===== src/rtl/lfu_pkg.sv =====
// Shared definitions for the LFU replacement controller.
//   CNT_RST_VAL : counter value after reset and after a fresh fill.
//   clog2       : ceiling log2, used to size entry indices.
//   params_ok   : legal-range check for NUM_ENTRIES and CNT_W.
package lfu_pkg;

  localparam int CNT_RST_VAL = 1;

  function automatic int clog2(input int value);
    int res;
    res = 0;
    while ((1 << res) < value) res++;
    return res;
  endfunction

  // NUM_ENTRIES must be a power of two in 2..16; CNT_W must be in 2..8.
  function automatic bit params_ok(input int num_entries, input int cnt_w);
    bit pow2;
    pow2 = (num_entries > 0) && ((num_entries & (num_entries - 1)) == 0);
    return pow2 && (num_entries >= 2) && (num_entries <= 16) &&
           (cnt_w >= 2) && (cnt_w <= 8);
  endfunction

endpackage


===== src/rtl/lfu_argmin_tree.sv =====
// Combinational tournament tree returning the index of the smallest counter.
// Ports:
//   i_cnt_flat : all counters, entry k at bits [k*CNT_W +: CNT_W]
//   o_min_idx  : index of the minimum; the lower index wins every tie
module lfu_argmin_tree
  import lfu_pkg::*;
#(
  parameter int NUM_ENTRIES = 4,
  parameter int CNT_W       = 4,
  localparam int IDX_W      = clog2(NUM_ENTRIES)
) (
  input  logic [NUM_ENTRIES*CNT_W-1:0] i_cnt_flat,
  output logic [IDX_W-1:0]             o_min_idx
);

  // Level 0 holds the leaves; level l holds NUM_ENTRIES>>l survivors.
  logic [CNT_W-1:0] w_val [IDX_W+1][NUM_ENTRIES];
  logic [IDX_W-1:0] w_idx [IDX_W+1][NUM_ENTRIES];

  always_comb begin
    for (int l = 0; l <= IDX_W; l++) begin
      for (int k = 0; k < NUM_ENTRIES; k++) begin
        w_val[l][k] = '0;
        w_idx[l][k] = '0;
      end
    end
    for (int k = 0; k < NUM_ENTRIES; k++) begin
      w_val[0][k] = i_cnt_flat[k*CNT_W +: CNT_W];
      w_idx[0][k] = IDX_W'(k);
    end
    for (int l = 0; l < IDX_W; l++) begin
      for (int k = 0; k < (NUM_ENTRIES >> (l + 1)); k++) begin
        // Left child carries the lower indices, so it wins on equality.
        if (w_val[l][2*k] <= w_val[l][2*k+1]) begin
          w_val[l+1][k] = w_val[l][2*k];
          w_idx[l+1][k] = w_idx[l][2*k];
        end else begin
          w_val[l+1][k] = w_val[l][2*k+1];
          w_idx[l+1][k] = w_idx[l][2*k+1];
        end
      end
    end
  end

  assign o_min_idx = w_idx[IDX_W][0];

endmodule


===== src/rtl/lfu_repl_ctrl.sv =====
// Least-frequently-used replacement controller for an N-entry buffer pool.
// One saturating use-counter per entry; referencing a saturated entry halves
// every counter (aging). A replacement request returns the least-used entry
// one cycle later and restarts its counter as a fresh fill.
// Ports:
//   i_clk, i_rst_n : clock, synchronous active-low reset
//   i_ref_vld      : entry i_ref_idx was referenced this cycle
//   i_ref_idx      : referenced entry
//   i_repl_req     : single-cycle replacement request
//   o_repl_vld     : one-cycle pulse, o_repl_idx holds the new victim
//   o_repl_idx     : victim index, held between requests
//   o_age_evt      : one-cycle pulse after an aging pass
// Handshake: all strobes are fire-and-forget; there is no backpressure. Each
// cycle with i_repl_req=1 yields exactly one o_repl_vld pulse in the next cycle.
module lfu_repl_ctrl
  import lfu_pkg::*;
#(
  parameter int NUM_ENTRIES = 4,
  parameter int CNT_W       = 4,
  localparam int IDX_W      = clog2(NUM_ENTRIES)
) (
  input  logic             i_clk,
  input  logic             i_rst_n,
  input  logic             i_ref_vld,
  input  logic [IDX_W-1:0] i_ref_idx,
  input  logic             i_repl_req,
  output logic             o_repl_vld,
  output logic [IDX_W-1:0] o_repl_idx,
  output logic             o_age_evt
);

  if (!params_ok(NUM_ENTRIES, CNT_W)) begin : g_param_check
    $error("lfu_repl_ctrl: illegal NUM_ENTRIES=%0d or CNT_W=%0d", NUM_ENTRIES, CNT_W);
  end

  localparam logic [CNT_W-1:0] CNT_MAX  = '1;
  localparam logic [CNT_W-1:0] CNT_INIT = CNT_W'(CNT_RST_VAL);
  // (CNT_MAX >> 1) + 1 equals 2**(CNT_W-1).
  localparam logic [CNT_W-1:0] AGE_SEED = CNT_W'(2 ** (CNT_W - 1));

  logic [CNT_W-1:0]             r_cnt [NUM_ENTRIES];
  logic                         r_repl_vld;
  logic [IDX_W-1:0]             r_repl_idx;
  logic                         r_age_evt;

  logic [NUM_ENTRIES*CNT_W-1:0] w_cnt_flat;
  logic [IDX_W-1:0]             w_victim;
  logic [CNT_W-1:0]             w_nxt [NUM_ENTRIES];
  logic                         w_age;
  logic                         w_collide;

  always_comb begin
    w_cnt_flat = '0;
    for (int k = 0; k < NUM_ENTRIES; k++) w_cnt_flat[k*CNT_W +: CNT_W] = r_cnt[k];
  end

  // Victim is chosen from the registered (pre-update) counters.
  lfu_argmin_tree #(
    .NUM_ENTRIES (NUM_ENTRIES),
    .CNT_W       (CNT_W)
  ) u_argmin (
    .i_cnt_flat (w_cnt_flat),
    .o_min_idx  (w_victim)
  );

  always_comb begin
    for (int k = 0; k < NUM_ENTRIES; k++) w_nxt[k] = r_cnt[k];
    w_age     = 1'b0;
    // A reference to the entry being replaced is absorbed by the fill.
    w_collide = i_repl_req && i_ref_vld && (i_ref_idx == w_victim);
    if (i_ref_vld && !w_collide) begin
      if (r_cnt[i_ref_idx] == CNT_MAX) begin
        w_age = 1'b1;
        for (int k = 0; k < NUM_ENTRIES; k++) w_nxt[k] = r_cnt[k] >> 1;
        w_nxt[i_ref_idx] = AGE_SEED;
      end else begin
        w_nxt[i_ref_idx] = r_cnt[i_ref_idx] + 1'b1;
      end
    end
    // Fill is applied last so it overrides any halving of the victim.
    if (i_repl_req) w_nxt[w_victim] = CNT_INIT;
  end

  always_ff @(posedge i_clk) begin
    if (!i_rst_n) begin
      for (int k = 0; k < NUM_ENTRIES; k++) r_cnt[k] <= CNT_INIT;
      r_repl_vld <= 1'b0;
      r_repl_idx <= '0;
      r_age_evt  <= 1'b0;
    end else begin
      for (int k = 0; k < NUM_ENTRIES; k++) r_cnt[k] <= w_nxt[k];
      r_repl_vld <= i_repl_req;
      if (i_repl_req) r_repl_idx <= w_victim;
      r_age_evt  <= w_age;
    end
  end

  assign o_repl_vld = r_repl_vld;
  assign o_repl_idx = r_repl_idx;
  assign o_age_evt  = r_age_evt;

endmodule

===== config.mk =====
export PLATFORM = sky130hd
export DESIGN_NAME = lfu_repl_ctrl
export DESIGN_NICKNAME = d
export VERILOG_FILES = /design/src/rtl/lfu_pkg.sv /design/src/rtl/lfu_argmin_tree.sv /design/src/rtl/lfu_repl_ctrl.sv
export SDC_FILE = /design/constraint.sdc
export NUM_CORES = 1
export LEC_CHECK = 0
export CAP_MARGIN = 0
export CORE_UTILIZATION = 55
export CTS_CLUSTER_DIAMETER = 40
export DETAILED_ROUTE_END_ITERATION = 16
export HOLD_SLACK_MARGIN = 0.06
export PLACE_DENSITY = 0.78
export SLEW_MARGIN = 20
export SYNTH_ARGS = -nofsm -noshare
export SYNTH_HDL_FRONTEND = slang
export SYNTH_HIERARCHICAL = 1
export SYNTH_SLANG_ARGS = --single-unit

===== constraint.sdc =====
create_clock -name i_clk -period 6.65 [get_ports i_clk]
set_input_delay 1.995 -clock i_clk [delete_from_list [all_inputs] [get_ports i_clk]]
set_output_delay 1.995 -clock i_clk [all_outputs]
set_load 0.02 [all_outputs]

==> flow_summary.ini, run 1 <==
[run_status]
status = finished clean

[worst_setup_path]
timing.rr.end = r_cnt[2][1]$_SDFF_PN0_
cp-end-kind = flip-flop
critPathMaxStageDelay_ps = 930
reg2reg_from = r_cnt[1][2]$_SDFF_PN0_
path_buf_inv = 1
crit_chain = inv_1 -> ha_1 -> nand4_1 -> o21ai_0 -> a21oi_4 -> mux2_2 -> ha_1 -> nor2b_1 -> o21ai_1 -> a21oi_2 -> mux2_2 -> xnor2_1 -> a31oi_1 -> o221ai_1 -> o211a_1
arrival_ps = 5000
cp.required_ps = 6850
critical_path.startpoint_type = flip-flop
r2r_cells = 15
cpMaxStageDelayCell = a31oi_1
crit_family = compound AO/OA/AOI/OAI gates
criticalPathCategory = flip-flop to flip-flop
crit_path_max_fanout = 14
r2r_setup_slack_ps = 1860

[yosys]
synthArstFlopShare = 0
synth_edf_count = 0
ys.flop_type = dfxtp_1
synth_seq_area_share = 0.2322
ys_seq_elements = 20
syn_area_per_cell_um2 = 8.797
syn-num-nets = 215
syn_area_um2 = 1724
synth_warnings = 6
yosysUniqueCellTypes = 47
synthCells = 196

[cts]
clock_latency_ps = 300
cts_max_path_buffers = 2
cts_tree = built
cts.sinks = 20
ctsResizeCount = 0
numCtsBuffers = 3
htreeDepth = 1
ctsHoldBuffers = 0
cts-root-buf = clkbuf_4
clk_pin_slew_ps = 110
cts_setup_buffers = 0

[placed_design]
io_buffers = 9
gp_congestion = 0.9265
dpl.hpwl_um = 3212

[grt]
grt.total_usage = 0.2849
grt_pass1_wl_um = 7238
overflow = 0
grt_max_degree = 15
grt_pass1_vias = 1617
antenna_found_initial = 0

[routing]
drt_iter0_drc = 121
wire_per_inst_um = 19.07
drt_first_pass_iters = 4
routed_via_density = 7.009
drc = 0
wirelength_um = 4367
vias = 1605
final_antenna_net_count = 0

[cells_and_area]
layout_commonest_cell = dfxtp_1
layout-drive-gt1-share = 0.1414
most-common-layout-cells = 20 x dfxtp_1, 18 x inv_1, 16 x nand2_1
fillers = 249
antennaDiodeCount = 0
multiInputGateArea_um2 = 1201
syn2layout_area_growth_pct = 5.588
nNetsFinal = 219
regArea_um2 = 400.4

[run]
drv_cap = 0

[floorplanning]
die_w_um = 57.99
placementRows = 19
core_um2 = 2853
die_y_um = 57.99
start_util = 0.6044
ios = 10
die_area_um2 = 3363

[power_and_ir_drop]
p_per_area_nw_per_um2 = 410.0
p_leak_nw = 0.7268
vdd_drop_max_mv = 0.2165

[timing]
clock.fmax_mhz = 208.7
setup_viol = 0
finClkSkew_ps = 6.057
slew_headroom = 0.1994
timing.final.crit_share = 0.7206
fin_crit_ps = 4792
timing.hold.ws_ps = 475.1
tightest_slew_ps = 1195
drv_slew = 0
hold_viol_final = 0
rsz0062_at_grt = false
tns_ps = 0

[worst_hold_path]
hp-start = o_repl_idx[0]$_SDFFE_PN0P_
whs_path_depth = 2
min_to = o_repl_idx[0]$_SDFFE_PN0P_
hold_class = flip-flop to flip-flop
==> metal layers <==
layer  up-vias  share of wire  GRT usage
met2        84           0.47     0.4516
met3        13          0.085    0.03571
met1       762           0.42     0.3604
met4         0          0.023     0.1973
li1        746              -          -
met5         -              0          0
==> flip-flops by register name (all words and copies together) (netlist names) <==
register and count:
o_repl_idx 2, o_age_evt 1, r_cnt 16, o_repl_vld 1
==> cell usage after synthesis, types with 2 or more instances <==
master	count	area share
nor2b_4	2	0.016
mux2i_1	13	0.075
nand2_1	16	0.035
ha_1	13	0.094
xnor2_1	2	0.010
nor2b_1	4	0.015
nand2b_1	2	0.0073
o211ai_1	2	0.0087
nand4_1	5	0.018
buf_2	2	0.0058
a31oi_1	7	0.025
a21oi_1	7	0.020
mux4_2	4	0.052
nor2_1	4	0.0087
mux2_2	7	0.046
o21ai_0	9	0.026
nand3_1	11	0.032
o221ai_1	4	0.020
a21oi_4	2	0.019
a311oi_1	3	0.015
o22ai_1	3	0.011
and2_1	4	0.015
clkbuf_1	6	0.013
buf_6	2	0.013
o21ai_2	2	0.010
a41o_1	3	0.017
dfxtp_1	20	0.23
inv_1	18	0.039
==> area by class of cell <==
type                       instances  share of cell area
multi-input combinational        148              0.6598
sequential                        20              0.2199
timing repair buffer               9             0.04948
inverter                          18             0.03711
tap                               31             0.02131
clock buffer                       3             0.01237
==> logic make-up (layout without fill, tap and decap cells) <==
logic type / count (synthesis) / in the layout / share of synthesized area
AOI/OAI and AO/OA: 55 / 55 / 0.2424
DFF: 20 / 20 / 0.2322
muxes: 25 / 25 / 0.1821
buffers and inverters: 28 / 30 / 0.07111
xor gates and xnor gates: 2 / 2 / 0.01016
and+or+nand+nor: 53 / 53 / 0.1676
adders and majority gates: 13 / 13 / 0.09434
==> worst min-delay path: cells and delay by family, from the launching register on <==
| family | cells | cell delay [ps] |
|---|---|---|
| AO/OA/AOI/OAI | 1 | 60 |
| flip-flops | 1 | 330 |
| AND/OR/NAND/NOR | 1 | 50 |
==> worst max path at each step <==
stage                                       from                endpoint  slack, ps  cells after the start
after floorplan                     i_ref_idx[0]  r_cnt[0][0]$_SDFF_PN1_       2720                      8
after CTS                 r_cnt[1][2]$_SDFF_PN0_  r_cnt[2][1]$_SDFF_PN0_       1980                     15
after detailed placement  r_cnt[1][2]$_SDFF_PN0_  r_cnt[2][1]$_SDFF_PN0_       2000                     15
final                     r_cnt[1][2]$_SDFF_PN0_  r_cnt[2][1]$_SDFF_PN0_       1860                     15
after global placement    r_cnt[1][2]$_SDFF_PN0_  r_cnt[2][1]$_SDFF_PN0_       2070                     15
after global routing      r_cnt[1][2]$_SDFF_PN0_  r_cnt[2][1]$_SDFF_PN0_       1620                     15
==> power by group <==
group          internal, mW  switching, mW
registers             0.142         0.0352
logic                 0.208          0.304
clock network        0.0211         0.0363
total                 0.371          0.375
==> stage by stage <==
stage                       util  instances  total power, mW  instance area [um2]  worst slack [ps]
after detailed placement  0.6303        226           0.6780                 1798              1998
after global placement    0.6303        226           0.6557                 1798              2066
after global routing      0.6382        229           0.7956                 1821              1618
after CTS                 0.6382        229           0.7350                 1821              1977
after floorplan                -        196           0.5770                 1724              2718
final                     0.6382        229           0.7464                 1821              1858
Note: power is estimated with default switching activity, not from simulation.
==> run 2: changes to the inputs <==
--- a/config.mk
+++ b/config.mk
@@ -6,11 +6,11 @@
 export NUM_CORES = 1
 export LEC_CHECK = 0
 export CAP_MARGIN = 0
-export CORE_UTILIZATION = 55
+export CORE_UTILIZATION = 54
 export CTS_CLUSTER_DIAMETER = 40
 export DETAILED_ROUTE_END_ITERATION = 16
 export HOLD_SLACK_MARGIN = 0.06
-export PLACE_DENSITY = 0.78
+export PLACE_DENSITY = 0.8
 export SLEW_MARGIN = 20
 export SYNTH_ARGS = -nofsm -noshare
 export SYNTH_HDL_FRONTEND = slang
==> constraint.sdc (replaced) <==
create_clock -name i_clk -period 4.1 [get_ports i_clk]
set_input_delay 1.23 -clock i_clk [delete_from_list [all_inputs] [get_ports i_clk]]
set_output_delay 1.23 -clock i_clk [all_outputs]
set_load 0.02 [all_outputs]
==> run 2 against run 1 <==
Against the previous run: utilization down 1.7 points; critical path depth unchanged; combinational power up 75%; maximum frequency up 22%; largest cell class unchanged.
==> flow_summary.ini, run 2 (synthesis gave the netlist of run 1 again) <==
[run_status]
status = finished clean

[floorplanning]
placementRows = 20
start_util = 0.5648
die_area_um2 = 3423
core_um2 = 3053
die_y_um = 58.51
ios = 10
die_w_um = 58.51

[placed_design]
post_dp_cell_area_um2 = 1859
io_buffers = 9
pre_cts_ws_ps = 137.4
dpl.hpwl_um = 3194
gp_congestion = 0.9339

[grt]
grt_pass1_wl_um = 7279
overflow = 0
grt_max_degree = 15
grt_pass1_vias = 1529
grt.total_usage = 0.2845
antenna_found_initial = 0

[worst_setup_path]
r2r_setup_slack_ps = 190
arrival_ps = 4120
criticalPathCategory = flip-flop to flip-flop
cp.required_ps = 4310
critical_path.startpoint_type = flip-flop
cp-end-kind = flip-flop
crit_path_max_fanout = 6

[timing]
drv_slew = 0
worst_slack_ps = 185.4
rsz0062_at_grt = true
finClkSkew_ps = 4.457
tightest_slew_ps = 476.0
fin_crit_ps = 3915
slew_headroom = 0.6736
tns_ps = 0
clock.fmax_mhz = 255.5
hold_viol_final = 0
setup_viol = 0
timing.final.crit_share = 0.9548

[cts]
ctsHoldBuffers = 0
numCtsBuffers = 3
htreeDepth = 1
cts_max_path_buffers = 2
cts_setup_buffers = 0
cts_tree = built
clock_latency_ps = 310
cts.sinks = 20
clk_pin_slew_ps = 100
cts-root-buf = clkbuf_4

[run]
drv_cap = 0

[cells_and_area]
nNetsFinal = 225
fillers = 266
multiInputGateArea_um2 = 1215
design_area_um2 = 1896
largest_reg_flops = 16
layout-drive-gt1-share = 0.1765
syn2layout_area_growth_pct = 9.942
most-common-layout-cells = 20 x dfxtp_1, 18 x inv_1, 16 x nand2_1
antennaDiodeCount = 0
top_register = r_cnt
layout_commonest_cell = dfxtp_1
regArea_um2 = 400.4

[routing]
drt_first_pass_iters = 5
final_antenna_net_count = 0
wirelength_um = 4408
routed_via_density = 6.762
vias = 1677
wire_per_inst_um = 17.77
drc = 0
drt_iter0_drc = 114

[worst_hold_path]
hold_class = flip-flop to flip-flop

[power_and_ir_drop]
p_leak_nw = 0.7616
p_per_area_nw_per_um2 = 670.6
vdd_drop_max_mv = 0.4379
## run 2: cell types whose count changed in the layout (fill, tap and decap cells not counted), sizes merged
cell and change:
buf +6
## run 2: path summary, 6_finish.rpt
kind,startpoint,end,depth (start not counted)
max,r_cnt[1][2]$_SDFF_PN0_,r_cnt[3][2]$_SDFF_PN0_,15
max reg2reg,r_cnt[1][2]$_SDFF_PN0_,r_cnt[3][2]$_SDFF_PN0_,15
min,o_repl_idx[0]$_SDFFE_PN0P_,o_repl_idx[0]$_SDFFE_PN0P_,2
min reg2reg,o_repl_idx[0]$_SDFFE_PN0P_,o_repl_idx[0]$_SDFFE_PN0P_,2
## run 2: what timing repair did
item,4_1_cts,5_1_grt
resized for setup,0,2
endpoints found under the hold margin,0,0
setup endpoints to repair,0,11
## run 2: layout make-up
class                      count  area share
clock buffer                   3     0.01188
inverter                      18     0.03564
multi-input combinational    148      0.6409
sequential                    20      0.2112
tap                           44     0.02904
timing repair buffer          15     0.07129
## run 2: worst max-delay path: stages (launching register included)
cell and delay, ps:
dfxtp_1 470, inv_1 70, ha_1 310, nand4_1 90
o21ai_0 130, a21oi_4 220, mux2_2 370, ha_1 310
nor2b_1 150, o21ai_1 80, a21oi_2 170, mux2_2 420
xnor2_2 190, a311oi_2 470, mux2i_1 140, a41o_1 220
## run 2: per-layer routing
layer,vias up,routed length [um],global-route usage,share of wire
li1,755,-,-,-
met1,818,1819,0.3659,0.41
met2,89,2105,0.4548,0.48
met3,15,326,0.03956,0.074
met4,0,157,0.1701,0.036
met5,-,0,0,0
## run 2: stage by stage
step                instances  utilization  hold WS (ps)  power (mW)
floorplan                 196            -         478.5      0.9358
global placement          245       0.6090         457.1       1.082
detailed placement        245       0.6090         478.3       1.124
CTS                       248       0.6164         500.6       1.221
global route              248       0.6209         524.9       1.358
finish                    248       0.6209         489.5       1.271
## run 2: report_power, final
group,internal (mW),switching [mW]
clock network,0.0345,0.0582
logic,0.385,0.512
registers,0.230,0.0512
total,0.650,0.621
==> run 3: changes to the inputs <==
--- a/config.mk
+++ b/config.mk
@@ -5,12 +5,14 @@
 export SDC_FILE = /design/constraint.sdc
 export NUM_CORES = 1
 export LEC_CHECK = 0
+export ABC_AREA = 1
 export CAP_MARGIN = 0
-export CORE_UTILIZATION = 54
+export CORE_UTILIZATION = 55
 export CTS_CLUSTER_DIAMETER = 40
 export DETAILED_ROUTE_END_ITERATION = 16
+export GPL_ROUTABILITY_DRIVEN = 0
 export HOLD_SLACK_MARGIN = 0.06
-export PLACE_DENSITY = 0.8
+export PLACE_DENSITY = 0.78
 export SLEW_MARGIN = 20
 export SYNTH_ARGS = -nofsm -noshare
 export SYNTH_HDL_FRONTEND = slang
==> constraint.sdc (replaced) <==
create_clock -name i_clk -period 4.9 [get_ports i_clk]
set_input_delay 1.47 -clock i_clk [delete_from_list [all_inputs] [get_ports i_clk]]
set_output_delay 1.47 -clock i_clk [all_outputs]
set_load 0.02 [all_outputs]
==> run 3 against run 2 <==
Against the previous run: synthesized cell count increased by 59%; clock skew up 4.1 ps; design area grew 4.9%; power is 0.12% lower; clock power fell by 18%; sequential share of layout area decreased by 0.98 points; largest power group unchanged.
==> flow_summary.ini, run 3 <==
[floorplanning]
placementRows = 20
die_y_um = 60.71
die_area_um2 = 3685
die_w_um = 60.71
ios = 10
core_um2 = 3153
start_util = 0.6012

[yosys]
syn_area_um2 = 1896
yosys-top-cells-count = 109 x nand2_1, 50 x inv_1, 27 x a21oi_1, 20 x dfxtp_1, 16 x nor2_1
synthArstFlopShare = 0
synth_seq_area_share = 0.2112
synth_top_area_frac = 0.2158
synth_edf_count = 0
ys_top_cells_by_area = nand2_1 22%, dfxtp_1 21%, inv_1 9.9%
synth.largest_area_cell = nand2_1
yosysMostFrequentCell = nand2_1
ys.flop_type = dfxtp_1
ys_seq_elements = 20
synthCells = 312
synth_warnings = 6
syn_area_per_cell_um2 = 6.076
syn-num-nets = 331
yosysUniqueCellTypes = 26

[cts]
ctsHoldBuffers = 0
ctsResizeCount = 0
htreeDepth = 1
cts_max_path_buffers = 2
cts.sinks = 20
clk_pin_slew_ps = 110
cts-root-buf = clkbuf_4
cts_setup_buffers = 0
clock_latency_ps = 300
cts_tree = built
numCtsBuffers = 3

[power_and_ir_drop]
vdd_drop_max_mv = 0.2563
p_per_area_nw_per_um2 = 638.6
p_total_mw = 1.270
p_leak_nw = 1.065

[cells_and_area]
most-common-layout-cells = 109 x nand2_1, 50 x inv_1, 27 x a21oi_1
layout_commonest_cell = nand2_1
final_util = 0.6306
largest_reg_flops = 16
fin_cells = 361
top_register = r_cnt
nNetsFinal = 338
multiInputGateArea_um2 = 1209
antennaDiodeCount = 0
regArea_um2 = 400.4
syn2layout_area_growth_pct = 4.885
layout-drive-gt1-share = 0.1009
fillers = 314
design_area_um2 = 1988

[timing]
tightest_slew_ps = 762.1
clock.fmax_mhz = 279.9
drv_slew = 0
fin_crit_ps = 3572
tns_ps = 0
worst_slack_ps = 1328
rsz0062_at_grt = false
timing.hold.ws_ps = 469.9
slew_headroom = 0.4903
hold_viol_final = 0
setup_viol = 0
timing.final.crit_share = 0.7290
finClkSkew_ps = 8.563

[worst_setup_path]
critPathMaxStageDelay_ps = 960
cpMaxStageDelayCell = clkdlybuf4s50_1
crit_path_max_fanout = 27
r2r_setup_slack_ps = 1380
crit_top_cell = o21ai_0
criticalPathCategory = input port to flip-flop
cp.required_ps = 5100
arrival_ps = 3780
crit_family = buffers and inverters
crit_chain = clkdlybuf4s50_1 -> o21ai_0 -> nand2_1 -> nand2_2 -> ha_1 -> nand3_4 -> inv_1 -> o21ai_0 -> o21ai_1
cp-end-kind = flip-flop
path_buf_inv = 2
critical_path.startpoint_type = input port

[grt]
grt_max_degree = 28
grt_pass1_vias = 1555
grt.total_usage = 0.2532
overflow = 0
antenna_found_initial = 0
grt_pass1_wl_um = 7024

[placed_design]
dpl.hpwl_um = 3256
post_dp_cell_area_um2 = 1966
place_inst = 358
pre_cts_ws_ps = 1018
io_buffers = 9

[run_status]
status = finished clean

[routing]
drt_iter0_drc = 90
routed_via_density = 5.191
drc = 0
vias = 1874
wirelength_um = 4223
drt_first_pass_iters = 4
wire_per_inst_um = 11.70
final_antenna_net_count = 0

[worst_hold_path]
hold_class = flip-flop to flip-flop

[run]
drv_cap = 0
run 3: cell count changes in the layout (fill, tap and decap cells not counted), sizes merged, moves of 8 or more:
cell	change
mux2i	-13
mux2	-8
nor2	+14
a21oi	+23
inv	+35
nand2	+103
o21ai	+11
run 3: routing by layer:
| metal | part of all wire | track usage |
|---|---|---|
| met5 | 0 | 0 |
| met1 | 0.49 | 0.3787 |
| met2 | 0.45 | 0.3956 |
| met4 | 0.010 | 0.06818 |
| met3 | 0.055 | 0.01279 |
run 3: final timing paths:
kind	start	to	cells after the start
min reg2reg	o_repl_idx[1]$_SDFFE_PN0P_	o_repl_idx[1]$_SDFFE_PN0P_	2
max reg2reg	r_cnt[3][3]$_SDFF_PN0_	r_cnt[1][1]$_SDFF_PN0_	23
min	o_repl_idx[1]$_SDFFE_PN0P_	o_repl_idx[1]$_SDFFE_PN0P_	2
max	i_ref_idx[0]	r_cnt[3][0]$_SDFF_PN1_	9
run 3: cell type report:
class,instances,area share
Tap cell,44,0.02769
Clock buffer,3,0.01133
Multi-Input combinational cell,231,0.6079
Sequential cell,20,0.2014
Inverter,53,0.1026
Timing Repair Buffer,10,0.04909
run 3: cell families (layout without fill, tap and decap cells):
logic type	after synthesis	in the layout	share of synthesized area
AO/OA/AOI/OAI	62	62	0.1901
XOR/XNOR	1	1	0.004621
adder cells (fa/ha/maj)	13	13	0.08581
buffers and inverters	61	66	0.1512
flip-flops	20	20	0.2112
AND/OR/NAND/NOR	155	155	0.3571
run 3: worst min-delay path, delay by kind of cell (launching register included):
family / cells / cell delay, ps
DFF: 1 / 320
and+or+nand+nor: 1 / 60
AOI/OAI and AO/OA: 1 / 50
run 3: report_power, final:
group	switching, mW	total [mW]	internal (mW)
clock network	0.0476	0.0763	0.0287
logic	0.601	0.934	0.333
registers	0.0541	0.260	0.206
total	0.702	1.27	0.567
==> patch 1: new RTL, settings of run 2 <==
Make the reset (`i_rst_n`) asynchronous in one clocked block. Comments in the files are not updated.
--- a/src/rtl/lfu_repl_ctrl.sv
+++ b/src/rtl/lfu_repl_ctrl.sv
@@ -82,5 +82,5 @@
   end
 
-  always_ff @(posedge i_clk) begin
+  always_ff @(posedge i_clk or negedge i_rst_n) begin
     if (!i_rst_n) begin
       for (int k = 0; k < NUM_ENTRIES; k++) r_cnt[k] <= CNT_INIT;
Behaviour: differs if i_rst_n is asserted again (counterexample within 4 cycles, from zero or initial values and one cycle with i_rst_n low); with i_rst_n held inactive, the same outputs for 4 cycles.
==> patch 1 against run 2 <==
- via count decreased by 4.8%
- utilization increased by 3.4 points
- hold slack improved by 0.044 ns
- routed wire length increased by 5.6%
- area after synthesis increased by 3.5%
- largest cell class unchanged
- synthesized cell count decreased by 5.1%
- critical path type unchanged
- design area increased by 7.1%
- setup slack about the same
- first-iteration DRC count decreased by 27%
- sequential cell count unchanged
- count of clock-buffer cells in the layout unchanged
- cell count decreased by 1.6%
Power is left out: the tool's default activity adds up to more than one toggle a clock period on the data nets, which glitch-free logic cannot reach.
==> patch 1: results (changes against run 2) <==
status: "completed"
critPathTopFamily: "compound AO/OA/AOI/OAI gates"
ys_warn_count: 6  # unchanged
cp_max_fo: 7  # +1
synthesis.nets: 205  # -4.7%
dp_hpwl_um: 3308  # +3.6%
wl_met3_um: 389  # +19%
cp_slowest_stage_delay_ns: 0.62  # +0.15 ns
cts_buffer_depth: 2  # unchanged
cts.clk_slew.worst_paths_ns: 0.12  # +0.02 ns
antenna_cells: 0  # unchanged
yosysSeqAreaShare: 0.2833  # +0.05109
wl_met2_um: 2237  # +6.3%
ys.flop_type: "dfrtp_1"
wl_um: 4654  # +5.6%
synthArstFlopShare: 1.000  # +1.000
grt_start_max_net_pins: 21  # +6
crit_slowest_cell: "dfstp_2"
arrival_ns: 4.15  # +0.03 ns
synth_area_leaders: "dfrtp_1, ha_1, mux2i_1, dfstp_2, o21ai_0"
timing.rr.start: "r_cnt[4]"
drive_above_1_share: 0.2100  # +0.03353
track_usage: 0.2841  # -0.0003229
fin_skew_ns: 0.005722  # +0.001265 ns
netlist_instances: 186  # -5.1%
hold_slack_ns: 0.5333  # +0.04378 ns
synth.distinct_cells: 48  # +2.1%
grt_pass1_vias: 1552  # +1.5%
r2r-end: "r_cnt[8]"
drc: 0  # unchanged
synth_common_cells: "dfrtp_1, o21ai_0, ha_1, nand2_1"
whs_endpoint: "o_repl_idx[0]"
viasPerCell: 6.545  # -3.2%
nNetsFinal: 220  # -2.2%
gp_congestion: 0.9209  # -1.4%
wire_per_inst_um: 19.07  # +7.3%
wl_met1_um: 1824  # +0.27%
worst_pin_slew_ns: 0.8988  # +0.4228 ns
grt_pass1_wl_um: 7341  # +0.85%
n_fill_cell: 260  # -2.3%
worstHoldStart: "o_repl_idx[0]"
r2r_cells: 16  # +1
firstDrtPassIters: 4  # -1
holdPathStages: 2  # unchanged
largest_reg_flops: 16  # unchanged
r2r_setup_slack_ns: 0.19  # about the same
drt_iter0_drc: 83  # -27%
[patch 1: worst max path at each step]
stage / slack, ns / start / cells after the start / to
2_1_floorplan: 0.28 / r_cnt[12] / 16 / r_cnt[15]
3_3_place_gp: 0.36 / r_cnt[12] / 17 / r_cnt[6]
3_5_place_dp: 0.22 / r_cnt[12] / 17 / r_cnt[6]
4_1_cts: 0.17 / r_cnt[12] / 17 / r_cnt[6]
5_1_grt: 0.02 / r_cnt[12] / 16 / r_cnt[8]
6_report: 0.19 / r_cnt[4] / 16 / r_cnt[8]
[patch 1: metal layers]
layer  vias to the layer above  track usage
met5                         -            0
met3                        26      0.03493
met4                         0       0.1667
li1                        717            -
met1                       763       0.3610
met2                        91       0.4623
[patch 1: worst register-to-register path, cell delays in order, from the launching register on]
cell and delay, ns:
dfstp_2 0.62, inv_1 0.06, ha_1 0.28, nand4_1 0.09
o21ai_0 0.14, a21oi_4 0.25, mux2_4 0.33, ha_1 0.27
nand4_1 0.10, o21ai_0 0.11, a21oi_2 0.14, mux2_2 0.44
xnor2_2 0.18, a31oi_2 0.26, buf_4 0.20, o21ai_0 0.09
a221o_1 0.31
[patch 1: repair_timing]
action                     CTS  global route
setup endpoints to repair    0             7
resized for setup            0             4
setup buffers                0             2
hold buffers                 0             0
[patch 1: per-stage QoR]
stage	cell area, µm²	util	setup slack (ns)
2_1_floorplan	1784	-	0.2765
3_3_place_gp	1928	0.6214	0.3632
3_5_place_dp	1928	0.6214	0.2156
4_1_cts	1981	0.6383	0.1666
5_1_grt	2031	0.6544	0.01987
6_report	2031	0.6544	0.1855
[patch 1: cell families (layout without fill, tap and decap cells)]
group,count (synthesis),after routing,share of synthesized area
adders and majority gates,13,13,0.09117
DFF,20,20,0.2833
xor gates and xnor gates,2,2,0.009819
AOI/OAI and AO/OA,53,53,0.2132
buffers and inverters,22,36,0.05960
muxes,26,26,0.1900
and+or+nand+nor,50,50,0.1529
[patch 1: final cells by class]
cell class / instances / area (µm²) / area share
clock buffers: 3 / 22.52 / 0.01109
clock inverters: 1 / 30.03 / 0.01479
inverters: 12 / 45.04 / 0.02218
multi-input cells: 144 / 1192 / 0.5872
flip-flops and latches: 20 / 505.5 / 0.2489
well taps: 44 / 55.05 / 0.02711
repair buffers: 20 / 180.2 / 0.08872
==> patch 2: new RTL, flow settings as in run 2 <==
Made on the original files. `NUM_ENTRIES` is set to 4 in 2 places; all go to 2.
--- a/src/rtl/lfu_argmin_tree.sv
+++ b/src/rtl/lfu_argmin_tree.sv
@@ -6,5 +6,5 @@
   import lfu_pkg::*;
 #(
-  parameter int NUM_ENTRIES = 4,
+  parameter int NUM_ENTRIES = 2,
   parameter int CNT_W       = 4,
   localparam int IDX_W      = clog2(NUM_ENTRIES)
--- a/src/rtl/lfu_repl_ctrl.sv
+++ b/src/rtl/lfu_repl_ctrl.sv
@@ -16,5 +16,5 @@
   import lfu_pkg::*;
 #(
-  parameter int NUM_ENTRIES = 4,
+  parameter int NUM_ENTRIES = 2,
   parameter int CNT_W       = 4,
   localparam int IDX_W      = clog2(NUM_ENTRIES)
Ports: changed (resized i_ref_idx and o_repl_idx); port bits go from 10 to 8. The function was not compared with the original's and may differ.
==> patch 2 against run 2 <==
- routed wire length down 54%
- design area fell by 52%
- setup slack better by 0.95 ns
- hold slack improved by 0.0029 ns
- area after synthesis decreased by 52%
- total power fell by 74%
- sequential cell count down 9
- utilization increased by 5.1 points
==> patch 2: results (changes against run 2) <==
ys.flop_type: "dfxtp_1"
irDropWorstVdd_mv: 0.2388  # -45%
post_cts_buffers: 0  # unchanged
grt_start_max_net_pins: 15  # unchanged
drt_iter0_drc: 20  # -82%
drive_above_1_share: 0.1560  # -0.02051
finalSetupViolations: 0  # unchanged
cts.clk_slew.worst_paths_ns: 0.07  # -0.03 ns
crit_start: "i_ref_idx"
grt_pass1_wl_um: 2946  # -60%
status: "completed"
preCtsSetupSlack_ns: 0.8640  # +0.7266 ns
r2r_setup_slack_ns: 1.43  # +1.24 ns
ctsHoldBuffers: 0  # unchanged
yosysSeqAreaShare: 0.2663  # +0.03404
root_buffer: "clkbuf_4"
clk_latency_ns: 0.28  # -0.03 ns
synth.distinct_cells: 39  # -17%
fin_tns_setup_ns: 0  # unchanged
largest_register: "r_cnt"
cp_slowest_stage_delay_ns: 0.52  # +0.05 ns
cts_resized: 0  # unchanged
ys_warn_count: 6  # unchanged
antenna_cells: 0  # unchanged
nNetsFinal: 120  # -47%
num_vias: 800  # -52%
antenna_found_initial: 0  # unchanged
cts_buffer_depth: 2  # unchanged
worstHoldStart: "o_repl_idx"
fin_skew_ns: 0.001037  # -0.003420 ns
arrival_ns: 3.10  # -1.02 ns
synthesis.nets: 111  # -48%
gp_congestion: 0.8759  # -6.2%
track_usage: 0.2781  # -0.006364
portBuffers: 7  # -2
htreeDepth: 1  # unchanged
synth_area_leaders: "dfxtp_1, ha_1, nand3_1, nand2_1, a21oi_1"
crit_slowest_cell: "clkdlybuf4s50_1"
largest_reg_flops: 8  # -8
firstDrtPassIters: 4  # -1
synthArstFlopShare: 0  # unchanged
p_leak_nw: 0.3455  # -55%
timing.rr.start: "r_cnt[1][2]"
wl_um: 2011  # -54%
cts_buffers: 3  # unchanged
cp_max_fo: 7  # +1
worst_pin_slew_ns: 0.7016  # +0.2256 ns
synth_common_cells: "nand2_1, dfxtp_1, nand3_1"
maxCapViolCount: 0  # unchanged
dp_hpwl_um: 1370  # -57%
min_path_type: "reg2reg"
grt_pass1_vias: 637  # -58%
[patch 2: changes by cell type in the layout (fill, tap and decap cells not counted), sizes merged, moves of 4 or more]
cell | before | now
a31oi | 7 | 2
buf | 6 | 1
dfxtp | 20 | 11
ha | 13 | 5
inv | 18 | 6
mux2 | 8 | 2
mux2i | 13 | 2
mux4 | 4 | 0
nand2 | 16 | 12
nand4 | 5 | 0
nor2b | 6 | 1
o21ai | 12 | 6
o221ai | 4 | 0
[patch 2: kinds of logic after synthesis]
logic type | after synthesis | synth area share
and+or+nand+nor | 40 | 0.2511
DFF | 11 | 0.2663
buffers and inverters | 11 | 0.06957
AOI/OAI and AO/OA | 29 | 0.2663
muxes | 4 | 0.05144
xor gates and xnor gates | 1 | 0.01967
adders and majority gates | 5 | 0.07564
[patch 2: critical path: cells and delay by family]
| family | cells | cell delay (ns) |
|---|---|---|
| compound gates | 1 | 0.08 |
| fa+ha+maj | 1 | 0.27 |
| buf+inv | 1 | 0.52 |
| mux | 2 | 0.71 |
| simple gates | 2 | 0.30 |
[patch 2: worst paths after layout]
check / end / cells past startpoint
worst min register to register: o_repl_idx / 2
worst min-delay path: o_repl_idx / 2
worst max register to register: r_cnt[1][0] / 8
worst max-delay path: r_cnt[0][1] / 7
[patch 2: per-layer routing]
metal,vias up,share of wire,track usage
li1,390,-,-
met1,381,0.46,0.3633
met2,25,0.47,0.4258
met3,4,0.063,0.08696
met4,0,0.012,0.09677
met5,-,0,0
[patch 2: area by class of cell]
cell class / instances / area, µm²
Inverter: 7 / 26.28
Sequential cell: 11 / 220.2
Multi-Input combinational cell: 79 / 549.3
Fill cell: 123 / 447.9
Tap cell: 15 / 18.77
Clock buffer: 4 / 26.28
Timing Repair Buffer: 8 / 77.57
[patch 2: metrics by stage]
| stage | hold WS (ns) | std cells | utilization | cell area, µm² |
|---|---|---|---|---|
| floorplan | 0.4858 | 101 | - | 827.0 |
| global placement | 0.4514 | 120 | 0.6529 | 892.1 |
| detailed placement | 0.4738 | 120 | 0.6529 | 892.1 |
| CTS | 0.4907 | 124 | 0.6722 | 918.4 |
| global route | 0.5312 | 124 | 0.6722 | 918.4 |
| finish | 0.4924 | 124 | 0.6722 | 918.4 |
[patch 2: power by group]
part	switching (mW)	internal [mW]
combinational	0.0695	0.0558
sequential	0.0156	0.117
clock	0.0396	0.0378
total	0.125	0.210
